`src/rtl/val2_shift_pkg.sv`:
```
// Shared constants for the val2 shift sequencer: shift-type codes,
// FSM state encodings and the per-cycle step limit of the fast build.
package val2_shift_pkg;

   localparam logic [1:0] SH_LSL = 2'b00;
   localparam logic [1:0] SH_LSR = 2'b01;
   localparam logic [1:0] SH_ASR = 2'b10;
   localparam logic [1:0] SH_ROR = 2'b11;

   typedef enum logic [1:0] {
      ST_IDLE  = 2'b00,
      ST_SHIFT = 2'b01,
      ST_DONE  = 2'b10
   } state_e;

   // Largest number of bit positions moved in one SHIFT cycle (fast build).
   localparam int MAX_STEP = 4;
   // Width of the step amount bus (holds 0..MAX_STEP).
   localparam int STEP_W   = 3;

endpackage

```
`src/rtl/val2_shift_step.sv`:
```
// Combinational single-step shifter: applies op to value by step bit
// positions (step is 1..MAX_STEP in use). LSL/LSR fill with zero, ASR
// replicates the sign bit, ROR wraps low bits into the top.
import val2_shift_pkg::*;

module val2_shift_step #(
   parameter int WIDTH = 32
) (
   input  logic [WIDTH-1:0]  value_i,
   input  logic [1:0]        op_i,
   input  logic [STEP_W-1:0] step_i,
   output logic [WIDTH-1:0]  value_o
);

   logic signed [WIDTH-1:0] value_s;

   assign value_s = value_i;

   // Select the shifted value for the requested operation.
   always_comb begin
      value_o = value_i;
      case (op_i)
         SH_LSL:  value_o = value_i << step_i;
         SH_LSR:  value_o = value_i >> step_i;
         SH_ASR:  value_o = $unsigned(value_s >>> step_i);
         SH_ROR:  value_o = (value_i >> step_i) | (value_i << (WIDTH - int'(step_i)));
         default: value_o = value_i;
      endcase
   end

endmodule

```
`src/rtl/val2_shift_sequencer.sv`:
```
// Iterative val2 generator for the EXE stage. A request is decoded on
// accept into a working value, a shift op and a remaining count; the
// SHIFT state then walks the value toward the result and DONE holds it
// until the consumer takes it.
// Build option: VAL2_FAST_SHIFT_EN -- when defined, each SHIFT cycle
// moves up to MAX_STEP bits instead of one; results are identical.
import val2_shift_pkg::*;

module val2_shift_sequencer #(
   parameter int WIDTH = 32,
   parameter int CNT_W = 6
) (
   input  logic             clk,
   input  logic             rst,
   input  logic             in_valid,
   output logic             in_ready,
   input  logic [31:0]      rm,
   input  logic [11:0]      shift_operand,
   input  logic             imm,
   input  logic             load_store,
   input  logic             flush,
   output logic             out_valid,
   input  logic             out_ready,
   output logic [WIDTH-1:0] val2,
   output logic             busy
);

   state_e              state_q, state_d;
   logic [CNT_W-1:0]    count_q, count_d;
   logic [WIDTH-1:0]    value_q, value_d;
   logic [1:0]          op_q, op_d;
   logic [STEP_W-1:0]   step;
   logic [WIDTH-1:0]    step_val;

`ifdef VAL2_FAST_SHIFT_EN
   // Move min(count, MAX_STEP) bits this cycle.
   always_comb begin
      step = (count_q >= CNT_W'(MAX_STEP)) ? STEP_W'(MAX_STEP) : count_q[STEP_W-1:0];
   end
`else
   // Move exactly one bit per SHIFT cycle.
   always_comb begin
      step = STEP_W'(1);
   end
`endif

   val2_shift_step #(
      .WIDTH (WIDTH)
   ) u_step (
      .value_i (value_q),
      .op_i    (op_q),
      .step_i  (step),
      .value_o (step_val)
   );

   // Next-state, decode-on-accept and per-cycle shift update.
   always_comb begin
      state_d = state_q;
      count_d = count_q;
      value_d = value_q;
      op_d    = op_q;
      case (state_q)
         ST_IDLE: begin
            if (in_valid) begin
               if (load_store) begin
                  value_d = WIDTH'(shift_operand);
                  op_d    = SH_LSL;
                  count_d = '0;
               end else if (imm) begin
                  value_d = WIDTH'(shift_operand[7:0]);
                  op_d    = SH_ROR;
                  count_d = CNT_W'({shift_operand[11:8], 1'b0});
               end else begin
                  value_d = rm;
                  op_d    = shift_operand[6:5];
                  count_d = CNT_W'(shift_operand[11:7]);
               end
               // A zero amount means no shift for every op, so skip SHIFT.
               state_d = (count_d == '0) ? ST_DONE : ST_SHIFT;
            end
         end
         ST_SHIFT: begin
            value_d = step_val;
            count_d = count_q - CNT_W'(step);
            if (count_d == '0) begin
               state_d = ST_DONE;
            end
         end
         ST_DONE: begin
            if (out_ready) begin
               state_d = ST_IDLE;
            end
         end
         default: begin
            state_d = ST_IDLE;
            count_d = '0;
         end
      endcase
      // Abort wins over everything, including a same-cycle accept.
      if (flush) begin
         state_d = ST_IDLE;
         count_d = '0;
      end
   end

   // Control registers with synchronous reset.
   always_ff @(posedge clk) begin
      if (rst) begin
         state_q <= ST_IDLE;
         count_q <= '0;
      end else begin
         state_q <= state_d;
         count_q <= count_d;
      end
   end

   // Datapath registers; val2 is masked outside DONE so they need no reset.
   always_ff @(posedge clk) begin
      value_q <= value_d;
      op_q    <= op_d;
   end

   assign in_ready  = (state_q == ST_IDLE);
   assign out_valid = (state_q == ST_DONE);
   assign busy      = (state_q != ST_IDLE);
   assign val2      = out_valid ? value_q : '0;

endmodule

```
`config.mk`:
```
export PLATFORM = sky130hd
export DESIGN_NAME = val2_shift_sequencer
export DESIGN_NICKNAME = d
export VERILOG_FILES = /design/src/rtl/val2_shift_pkg.sv /design/src/rtl/val2_shift_step.sv /design/src/rtl/val2_shift_sequencer.sv
export SDC_FILE = /design/constraint.sdc
export NUM_CORES = 1
export LEC_CHECK = 0
export ABC_AREA = 1
export CAP_MARGIN = 20
export CORE_AREA = 2 2 70 89
export CTS_BUF_LIST = sky130_fd_sc_hd__clkbuf_8
export DETAILED_ROUTE_END_ITERATION = 8
export DIE_AREA = 0 0 72 91
export PLACE_DENSITY = 0.8
export SYNTH_ARGS = -nofsm -noshare
export SYNTH_HDL_FRONTEND = slang
export SYNTH_SLANG_ARGS = --single-unit
```
`constraint.sdc`:
```
create_clock -name clk -period 2.8 [get_ports clk]
set_input_delay 0.42 -clock clk [delete_from_list [all_inputs] [get_ports clk]]
set_output_delay 0.42 -clock clk [all_outputs]
set_load 0.005 [all_outputs]
```
# After elaboration in Yosys (flattened, before gate mapping)
# Index checks and enable logic that the tools add are counted.
# totals
register_bits,42
input_bits,51
out_inout_bits,35
word_cells,47
# op_classes
add_sub_neg,1
n_eq_ne,9
n_mux,18
bitwise_logic,2
n_reduce_logical,12
# op_table
op,n
$mux W32,4
$pmux W32 S4,1
$pmux W32 S2,1
$or A31 B32 Y32,1
$mux W6,3
$pmux W6 S3,1
$logic_not A6 Y1,2
$mux W2,5
$eq A2 B2 Y1 const B,3
$ne A2 B2 Y1 const B,3
$pmux W2 S3,1
$reduce_and A2 Y1,3
$reduce_and A3 Y1,2
$sub A6 B1 Y6 const B,1
$mux W5,1
$eq A2 B1 Y1 const B,2
$logic_not A2 Y1,2
$reduce_bool A2 Y1,2
$ne A2 B1 Y1 const B,1
$reduce_or A2 Y1,1
$mux W1,1
$not A1 Y1,1

# Longest topological paths before layout
# Gate-level depths: netlist of run 1.
# logic_depth
depth_word,8
ltp_mapped,11
mapped_depth_nobuf,11

# Modules after synthesis
# From an unflattened synthesis of run 1, not the netlist that was laid out.
# unflattened
hier_cells,1011
hier_area_um2,5660.4
# modules_own_cells
mod,n_inst,cells_each,area_per_inst_um2,seq_area_each_um2
val2_shift_step,1,689,3221.8,0.0
val2_shift_sequencer,1,322,2438.6,1181.1

# Worst setup path before layout of run 1
# No wires, ideal clock.
# synth_timing
path_type,reg2reg
from,reg state_q[0]
to,reg count_q[2]
setup_ns,0.070
arrival_time_ns,2.437
t_required_ns,2.730
slack_ns,0.293
stages_incl_launch_ff,7
n_path_buf,0
synth_period_minus_slack_ns,2.507
cell_sequence,dfxtp_1 nor2_4 nand2_1 inv_1 nor2_1 o21ai_0 a21oi_1
# synth_between
elab_chain_cells,3
elab_cells_between_ends,7
cone_classes,eq/ne (3); mux (1); bitwise (1); reduce/logical (2)
# synth_rtl
element,line_no,source
start: declaration,val2_shift_sequencer.sv:28,"state_e state_q, state_d;"
start signal: assignment,val2_shift_sequencer.sv:112,state_q <= state_d;
$logic_not A2 Y1 (*),n/a,
via in_ready,val2_shift_sequencer.sv:16,"output logic in_ready,"
$ne A2 B2 Y1 (no line),n/a,
$reduce_and A2 Y1 (no line),n/a,
end signal: assignment,val2_shift_sequencer.sv:113,count_q <= count_d;
end: declaration,val2_shift_sequencer.sv:29,"logic [CNT_W-1:0] count_q, count_d;"
# Mark *: on every way through the listed nets, which the timed path passes. The rest lies on a longest branch.
# A chain may end at the register's enable or synchronous reset.

# Worst setup path in the final report of run 1
# layout_timing
from,reg state_q[1]
to,out val2[0]
# layout_between
elab_chain_cells,2
# layout_rtl
element,line_no,source
$eq A2 B2 Y1,val2_shift_sequencer.sv:124,assign out_valid = (state_q == ST_DONE);
$mux W32,val2_shift_sequencer.sv:126,assign val2 = out_valid ? value_q : '0;
end: declaration,val2_shift_sequencer.sv:24,"output logic [WIDTH-1:0] val2,"
# Every way passes these cells.

==> results by group, run 1 <==
Clock tree
  – H-tree depth: 2
  – Clock-pin slew on the worst setup and hold paths: ~90 ps
  – CTS root buffer: clkbuf_8
  – Cts hold-fix bufs: 0
  – CTS Sinks: 42
  – Maximum clock path buffer count: 2
  – Total CTS buffers: 5
  – Worst-Skew Late Latency: 290 ps
  – CTS tree: built

Global routing
  – GRT Util Overall: 0.221
  – Initial antenna violation count: 0
  – Vias in the first global route: 2529
  – Largest net degree at the start of global routing: 48
  – First-pass GRT wire length: 11600 um
  – Grt total ovfl: 0

Min path
  – Hold Path Class: reg -> reg

Setup path
  – Worst setup path endpoint: val2[0]
  – Data required, critical path: roughly 2400 ps
  – WS Path Type: reg -> out
  – CP endpoint kind: output port
  – Worst Setup SP: state_q[1]
  – Worst r2r dst: value_q[3]
  – CP startpoint kind: flip-flop
  – Worst R2R Path Depth: 5
  – R2R setup slack: approximately 670 ps
  – Arr. time, crit path: about 2300 ps
  – Peak fanout along the critical path: 10
  – Reg2reg start: state_q[0]

Floorplanning
  – IO Count: 86
  – Chip height: 91 um
  – Die Footprint: between 6000 and 7000 um^2
  – Die width: 72 um
  – Core area: 5700 um^2
  – Row count: 31
  – Initial Util: 0.466

Pwr
  – Power Density: 467 nW/um^2
  – Peak supply drop: 0.000381 V
  – Leakage: roughly 1.5 nW

Synthesis
  – Syn_nets: 417
  – Synth area leader: edfxtp_1
  – Yosys Warn Count: 0
  – EDFF count, synth: 34
  – Top-count cell post-synth: nor2_1
  – Commonest cells post-synth: 73 x nor2_1, 57 x o21ai_0, 53 x inv_1
  – Syn Area/Cell: 7.30 um^2
  – Cell area after synthesis: around 2700 um^2
  – Share of the synthesized area in the top cell type: 0.384
  – Post-Synthesis Cells: about 360
  – Top FF cell, synth: edfxtp_1
  – Seq/Total Area, Yosys: 0.444
  – FFs w/ async S/R, synth: 0
  – Synth Register Bits: 42
  – Top cells by area, synth: edfxtp_1 38%, o21ai_0 11%, nor2_1 10%
  – Distinct cell type count after synthesis: 25

Flow run
  – Max-cap viol count: 0

Placed design
  – Post-placement cell count: 501
  – Post-DP HPWL: 5080 um
  – Number of port buffers: 85
  – Placer congestion estimate: 0.823

Route
  – DRC viols: 0
  – Drt first pass iters: 5
  – Via/cell ratio: ~5.5
  – Total wire length: 7480 um
  – DR WL/cell: 14.5 um
  – Vias: between 2k and 3k
  – Iter 0 DRT Violations: 262
  – Post-DRT Antenna Nets: 0

Timing
  – Clock period minus worst slack: roughly 2700 ps
  – Relative slew slack: 0.525
  – Tcrit/Tclk final: 0.955
  – RSZ-0062 raised after global routing: false
  – Skew final: 8.26 ps
  – Setup TNS: 0 ps
  – Max Freq: around 370 MHz
  – Final setup viols: 0
  – Slew Viols, Final: 0
  – Worst slew pin tran: 711 ps
  – Fin. Hold Viols: 0

Final layout
  – P&R area growth vs syn: 38.6%
  – Layout cell share with drive strength beyond 1: 0.0647
  – Nets: 500
  – Final std cells w/o fill: 514
  – Antenna Cells: 0

Status
  – Status: finished, final reports clean
==> metal layers <==
| layer | share of wire | vias to the layer above | track usage |
|---|---|---|---|
| li1 | - | 1379 | - |
| met1 | 0.43 | 1292 | 0.304 |
| met2 | 0.48 | 131 | 0.361 |
| met3 | 0.075 | 6 | 0.0377 |
| met4 | 0.0079 | 0 | 0.0535 |
| met5 | 0 | - | 0 |
==> flip-flops by register name, indices dropped and copies added, names as in the netlist <==
name / count
value_q: 32
state_q: 2
count_q: 6
op_q: 2
==> metrics by stage <==
stage / hold slack [ps] / power (mW) / utilization / instance area, um^2 / setup WS (ps)
global placement: 473 / 1.32 / 0.624 / 3560 / 472
floorplan: 457 / 1.12 / - / 2660 / 293
global route: 517 / 1.81 / 0.646 / 3680 / 30.0
CTS: 497 / 1.71 / 0.639 / 3640 / 69.8
finish: 491 / 1.72 / 0.646 / 3680 / 126
detailed placement: 484 / 1.34 / 0.624 / 3560 / 393
==> power breakdown <==
| part | switching, mW | internal [mW] |
|---|---|---|
| clock network | 0.210 | 0.168 |
| registers | 0.0659 | 0.788 |
| logic | 0.271 | 0.216 |
| total | 0.547 | 1.17 |
==> worst max-delay path: stages (launching register included) <==
cell and delay, ps:
dfxtp_1 470, inv_2 110, nor2_2 350, clkinvlp_4 170, buf_4 200, nor2_1 140, clkdlybuf4s50_1 520
==> placed cells by master, fill, tap and decap left out, types with 5 or more instances in the layout <==
cell / Yosys / layout
o21ai_0: 57 / 57
nand2_1: 28 / 28
nand3_1: 29 / 29
inv_1: 53 / 53
nor2_2: 3 / 5
nor2_1: 73 / 71
o22ai_1: 5 / 5
a21oi_1: 30 / 30
clkbuf_8: 0 / 5
dfxtp_1: 8 / 8
buf_4: 0 / 8
clkdlybuf4s50_1: 0 / 85
edfxtp_1: 34 / 34
==> logic make-up after synthesis <==
family                   after synthesis  synth area share
XOR/XNOR                               1           0.00330
AND/OR/NAND/NOR                      136             0.215
buffers and inverters                 76             0.113
AO/OA/AOI/OAI                        107             0.215
adder cells (fa/ha/maj)                2           0.00941
flip-flops                            42             0.444
==> layout make-up <==
type | count | area, um^2
Clock buffer | 5 | 68.8
Clock inverter | 3 | 12.5
Fill cell | 503 | 2020
Inverter | 57 | 218
Multi-Input combinational cell | 246 | 1180
Sequential cell | 42 | 1180
Tap cell | 66 | 82.6
Timing Repair Buffer | 94 | 931
Timing Repair inverter | 1 | 7.51
==> worst min path at each step <==
stage	startpoint	end	slack, ps	cells past startpoint
floorplan	count_q[5]	count_q[5]	460	2
global placement	count_q[5]	count_q[5]	470	2
detailed placement	count_q[5]	count_q[5]	480	2
CTS	count_q[5]	count_q[5]	500	2
global route	count_q[5]	count_q[5]	520	2
finish	count_q[5]	count_q[5]	490	2
==> repair_timing <==
action / 4_1_cts / 5_1_grt
gates resized for setup: 0 / 2
buffers inserted: 0 / 4
setup endpoints to repair: 0 / 30
Power figures use the tool's default switching activity.
==> run 2: changes to the inputs <==
ABC_AREA = unset   (was 1)
CORE_AREA = 2 2 72 91   (was 2 2 70 89)
DIE_AREA = 0 0 74 93   (was 0 0 72 91)
PLACE_DENSITY = 0.76   (was 0.8)
==> results by group, run 2 <==
Status
  – Status: finished, final reports clean

Route
  – Drt first pass iters: 4
  – DR WL/cell: between 15 and 20 um
  – Vias: between 2k and 2.5k
  – Total wire length: 6840 um
  – DRC viols: 0
  – Met3 routed WL: 415 um
  – Via/cell ratio: 5.26
  – WL met2: 3380 um
  – Iter 0 DRT Violations: 117
  – Post-DRT Antenna Nets: 0
  – Metal-1 WL: 2960 um
  – Max layer used: met4

Pwr
  – Peak supply drop: 0.000238 V
  – Leakage: 1.34 nW
  – Internal power: 1.13 mW
  – Sequential Power Share: 0.509
  – Psw: 435 uW
  – Logic gate share of total power: 0.228
  – Power Density: 423 nW/um^2
  – Switching part of the total: 0.278
  – Clock network power share: 0.263

Timing
  – Fin. Hold Viols: 0
  – RSZ-0062 raised after global routing: false
  – Clock period minus worst slack: 2180 ps
  – WHS: around 500 ps
  – Setup TNS: 0 ps
  – Final setup viols: 0
  – Skew final: 6.47 ps
  – Max Freq: 459 MHz
  – Worst slew pin tran: 762 ps
  – Slew Viols, Final: 0
  – Relative slew slack: 0.491
  – Tcrit/Tclk final: 0.778

Clock tree
  – CTS root buffer: clkbuf_8
  – Total CTS buffers: 5
  – Cts hold-fix bufs: 0
  – Clock-pin slew on the worst setup and hold paths: 80 ps
  – CTS Sinks: 42
  – Cts repair resizes: 0
  – H-tree depth: 2
  – CTS tree: built
  – Maximum clock path buffer count: 2
  – Worst-Skew Late Latency: 300 ps
  – Setup Fix Bufs, Post-CTS: 0

Placed design
  – Number of port buffers: 85
  – Post-DP HPWL: 5040 um
  – Placer congestion estimate: 0.822
  – Area after DPL: 3610 um^2

Final layout
  – Final core utilization: 0.612
  – Registers with the most flip-flops: value_q (32), count_q (6)
  – Antenna Cells: 0
  – P&R area growth vs syn: 40.1%
  – Layout cell share with drive strength beyond 1: 0.0757
  – Largest reg by FF count: value_q
  – Nets: 422
  – Finished Cell Area: 3700 um^2
  – Largest register FFs: 32
  – Most frequent cells in the layout: 85 x clkdlybuf4s50_1, 48 x nand2_1, 34 x edfxtp_1, 32 x and2_1, 24 x o21ai_1
  – Commonest non-fill, non-tap cell in the layout: clkdlybuf4s50_1

Synthesis
  – Post-Synthesis Cells: around 290
  – Top FF cell, synth: edfxtp_1
  – Syn_nets: 341
  – Seq/Total Area, Yosys: 0.447
  – EDFF count, synth: 34
  – Synth Register Bits: 42
  – Yosys Warn Count: 0
  – Mux cell area share after synthesis: 0.0801
  – Post-Synth Simple-Gate Area: 0.252
  – Distinct cell type count after synthesis: 47
  – FFs w/ async S/R, synth: 0
  – XOR/XNOR Fraction of Synth Area: 0.00332
  – Cell area after synthesis: around 2600 um^2
  – Largest family of logic cells by synthesized area: simple AND/OR/NAND/NOR gates
  – Synth Area in Compound Gates: 0.167
  – Top cells by area, synth: edfxtp_1 39%, and2_1 7.6%, mux2i_1 7.6%
  – Share of the synthesized area in the top cell type: 0.387
  – Commonest cells post-synth: 48 x nand2_1, 34 x edfxtp_1, 32 x and2_1
  – Syn Area/Cell: 9.17 um^2
  – Synth area leader: edfxtp_1
  – Adder-Cell Fraction of Synth Area: 0.00948
  – Top-count cell post-synth: nand2_1

Floorplanning
  – Initial Util: 0.437
  – Row count: 32
  – Die width: 74 um
  – Die Footprint: just under 7000 um^2
  – Core area: 6050 um^2
  – Chip height: 93 um
  – IO Count: 86

Setup path
  – Peak fanout along the critical path: 33
  – CP endpoint kind: output port
  – Data required, critical path: 2380 ps
  – CP startpoint kind: flip-flop
  – Worst-path cell chain: nor2b_1 > buf_4 > and2_1 > clkdlybuf4s50_1
  – WS Path Type: reg -> out
  – Arr. time, crit path: 1760 ps
  – CP max stage delay: 510 ps
  – Crit-path slowest cell: clkdlybuf4s50_1

Global routing
  – Vias in the first global route: 2307
  – Initial antenna violation count: 0
  – Largest net degree at the start of global routing: 34
  – GRT Util Overall: 0.210
  – Grt total ovfl: 0
  – First-pass GRT wire length: 11100 um

Flow run
  – Max-cap viol count: 0

Min path
  – Hold Path Class: reg -> reg
==> run 2: cell count changes in the layout (fill, tap and decap cells not counted), moves of 20 or more <==
cell,previous run,this run
nor2_1,71,13
o21ai_0,57,2
inv_1,53,8
and2_1,0,32
nand3_1,29,1
a21oi_1,30,9
o21ai_1,3,24
mux2i_1,0,20
nand2_1,28,48
==> run 2: power by group through the flow <==
stage | combinational (mW) | sequential, mW | clock (mW)
after floorplan | 0.205 | 0.791 | 0
after global placement | 0.350 | 0.808 | 0
after detailed placement | 0.359 | 0.810 | 0
after CTS | 0.360 | 0.796 | 0.420
after global routing | 0.396 | 0.805 | 0.440
final | 0.357 | 0.796 | 0.411
==> run 2: cell type report <==
| type | instances | area (um^2) |
|---|---|---|
| Multi-Input combinational cell | 218 | 1370 |
| Tap cell | 85 | 106 |
| Timing Repair Buffer | 95 | 926 |
| Sequential cell | 42 | 1180 |
| Inverter | 7 | 26.3 |
| Clock inverter | 2 | 8.76 |
| Clock buffer | 6 | 82.6 |
| Fill cell | 553 | 2350 |
==> run 2: logic make-up (layout without fill, tap and decap cells) <==
logic type      Yosys count  count (layout)
buf+inv                  28             110
flops                    42              42
simple gates            125             125
fa+ha+maj                 2               2
compound gates           69              69
xor+xnor                  1               1
mux                      21              21
==> run 2: path summary, 6_finish.rpt <==
kind | from | to | slack, ps | cells after the start
setup / recovery | state_q[1] | val2[3] | 620 | 4
hold / removal | count_q[3] | count_q[3] | 500 | 2
hold reg to reg | count_q[3] | count_q[3] | 500 | 2
setup reg to reg | op_q[1] | value_q[1] | 980 | 4
==> run 2: metrics by stage <==
| stage | setup WS (ps) | power [mW] | std cells |
|---|---|---|---|
| 2_1_floorplan | 220 | 0.996 | 288 |
| 3_3_place_gp | 690 | 1.16 | 447 |
| 3_5_place_dp | 584 | 1.17 | 447 |
| 4_1_cts | 583 | 1.58 | 455 |
| 5_1_grt | 514 | 1.64 | 455 |
| 6_report | 621 | 1.56 | 455 |
==> run 2: routing by layer <==
layer	GRT usage	vias to the layer above
li1	-	1182
met1	0.280	1112
met2	0.339	95
met3	0.0399	6
met4	0.0697	0
met5	0	-
==> run 2: worst max-delay path, delay by kind of cell, from the launching register on <==
kind	cells	cell delay, ps
flops	1	360
simple gates	2	320
buf+inv	2	780
==> run 3: changes to the inputs <==
clock period = 2.2 ns   (was 2.8 ns; I/O delays follow)
==> results by group, run 3 (synthesis results as in run 2) <==
Setup path
  – Data required, critical path: 1870 ps
  – WS Path Type: reg -> out
  – CP endpoint kind: output port
  – Arr. time, crit path: 1710 ps
  – Peak fanout along the critical path: 33
  – CP startpoint kind: flip-flop

Timing
  – Setup TNS: 0 ps
  – Max Freq: 489 MHz
  – Final setup viols: 0
  – Slew Viols, Final: 0
  – Relative slew slack: 0.674
  – Tcrit/Tclk final: 0.929
  – Worst slew pin tran: 487 ps
  – Skew final: 9.78 ps
  – Clock period minus worst slack: 2040 ps
  – Fin. Hold Viols: 0
  – RSZ-0062 raised after global routing: false

Clock tree
  – Setup Fix Bufs, Post-CTS: 0
  – Cts repair resizes: 0
  – H-tree depth: 2
  – CTS root buffer: clkbuf_8
  – Worst-Skew Late Latency: between 300 and 400 ps
  – Cts hold-fix bufs: 0
  – Total CTS buffers: 5
  – CTS Sinks: 42
  – Maximum clock path buffer count: 2
  – CTS tree: built
  – Clock-pin slew on the worst setup and hold paths: about 80 ps

Route
  – DRC viols: 0
  – Vias: 2435
  – Post-DRT Antenna Nets: 0
  – Total wire length: roughly 7000 um
  – Via/cell ratio: roughly 5.3
  – DR WL/cell: roughly 15 um
  – Iter 0 DRT Violations: 106
  – Drt first pass iters: 4

Placed design
  – Area after DPL: 3660 um^2
  – Placer congestion estimate: 0.807
  – Post-placement cell count: 451
  – Number of port buffers: 85
  – Post-DP HPWL: 5040 um

Final layout
  – Multi-input logic area: 1370 um^2
  – Largest reg by FF count: value_q
  – P&R area growth vs syn: 42.9%
  – Layout cell share with drive strength beyond 1: 0.0856
  – Filler Cells Inserted: 531
  – Commonest non-fill, non-tap cell in the layout: clkdlybuf4s50_1
  – Most frequent cells in the layout: 85 x clkdlybuf4s50_1, 48 x nand2_1, 34 x edfxtp_1, 32 x and2_1, 24 x o21ai_1
  – Nets: 426
  – Finished Cell Area: 3770 um^2
  – Largest register FFs: 32
  – Final std cells w/o fill: 459
  – Antenna Cells: 0
  – Registers with the most flip-flops: value_q (32), count_q (6)
  – Final core utilization: 0.624
  – Register Area: between 1000 and 1500 um^2

Global routing
  – GRT Util Overall: 0.206
  – Grt total ovfl: 0
  – Vias in the first global route: 2394
  – First-pass GRT wire length: ~11000 um
  – Largest net degree at the start of global routing: 34
  – Initial antenna violation count: 0

Pwr
  – Power Density: 556 nW/um^2
  – Leakage: 1.38 nW
  – Peak supply drop: roughly 0.00032 V
  – Pwr Total: 2.10 mW

Floorplanning
  – Chip height: 93 um
  – Die width: 74 um
  – Row count: 32
  – Core area: 6050 um^2
  – IO Count: 86
  – Initial Util: 0.437
  – Die Footprint: just under 7000 um^2

Min path
  – Hold Path Class: reg -> reg

Flow run
  – Max-cap viol count: 0

Status
  – Status: finished, final reports clean
run 3: changes by cell type in the layout (fill, tap and decap cells not counted), sizes merged:
cell	previous run	this run
clkbuf	6	5
buf	10	14
clkinv	1	0
bufinv	0	1
clkinvlp	0	1
run 3: layout make-up:
class	instances	area share
clock buffers	5	0.0182
clock inverters	3	0.0109
well taps	85	0.0282
multi-input cells	218	0.363
flip-flops and latches	42	0.313
repair buffers	99	0.260
inverters	7	0.00697
run 3: through the flow:
stage                     worst slack (ps)  hold WS (ps)
after floorplan                        146           458
after global routing                  76.0           530
final                                  156           506
after CTS                              138           500
after global placement                 241           473
after detailed placement               164           490
run 3: worst max-delay path: stages (launching register included):
cell	delay (ps)
dfxtp_1	330
nor2b_1	120
buf_4	270
and2_1	160
clkdlybuf4s50_1	530
run 3: per-layer routing:
metal / part of all wire / global-route usage / up-vias
met3: 0.052 / 0.0269 / 16
met4: 0.028 / 0.108 / 0
met1: 0.42 / 0.254 / 1125
li1: - / - / 1191
met5: 0 / 0 / -
met2: 0.49 / 0.345 / 103
run 3: final timing paths:
kind	startpoint	endpoint	slack [ps]	cells after the start
hold reg to reg	count_q[3]	count_q[3]	510	2
setup reg to reg	count_q[0]	state_q[1]	480	6
hold / removal	count_q[3]	count_q[3]	510	2
setup / recovery	state_q[1]	val2[0]	160	4
run 3: report_power, final:
| group | internal, mW | total, mW | switching [mW] | leakage [nW] |
|---|---|---|---|---|
| Sequential | 0.953 | 1.01 | 0.0577 | 0.410 |
| Clock | 0.334 | 0.614 | 0.280 | 0.0556 |
| Combinational | 0.249 | 0.474 | 0.225 | 0.910 |
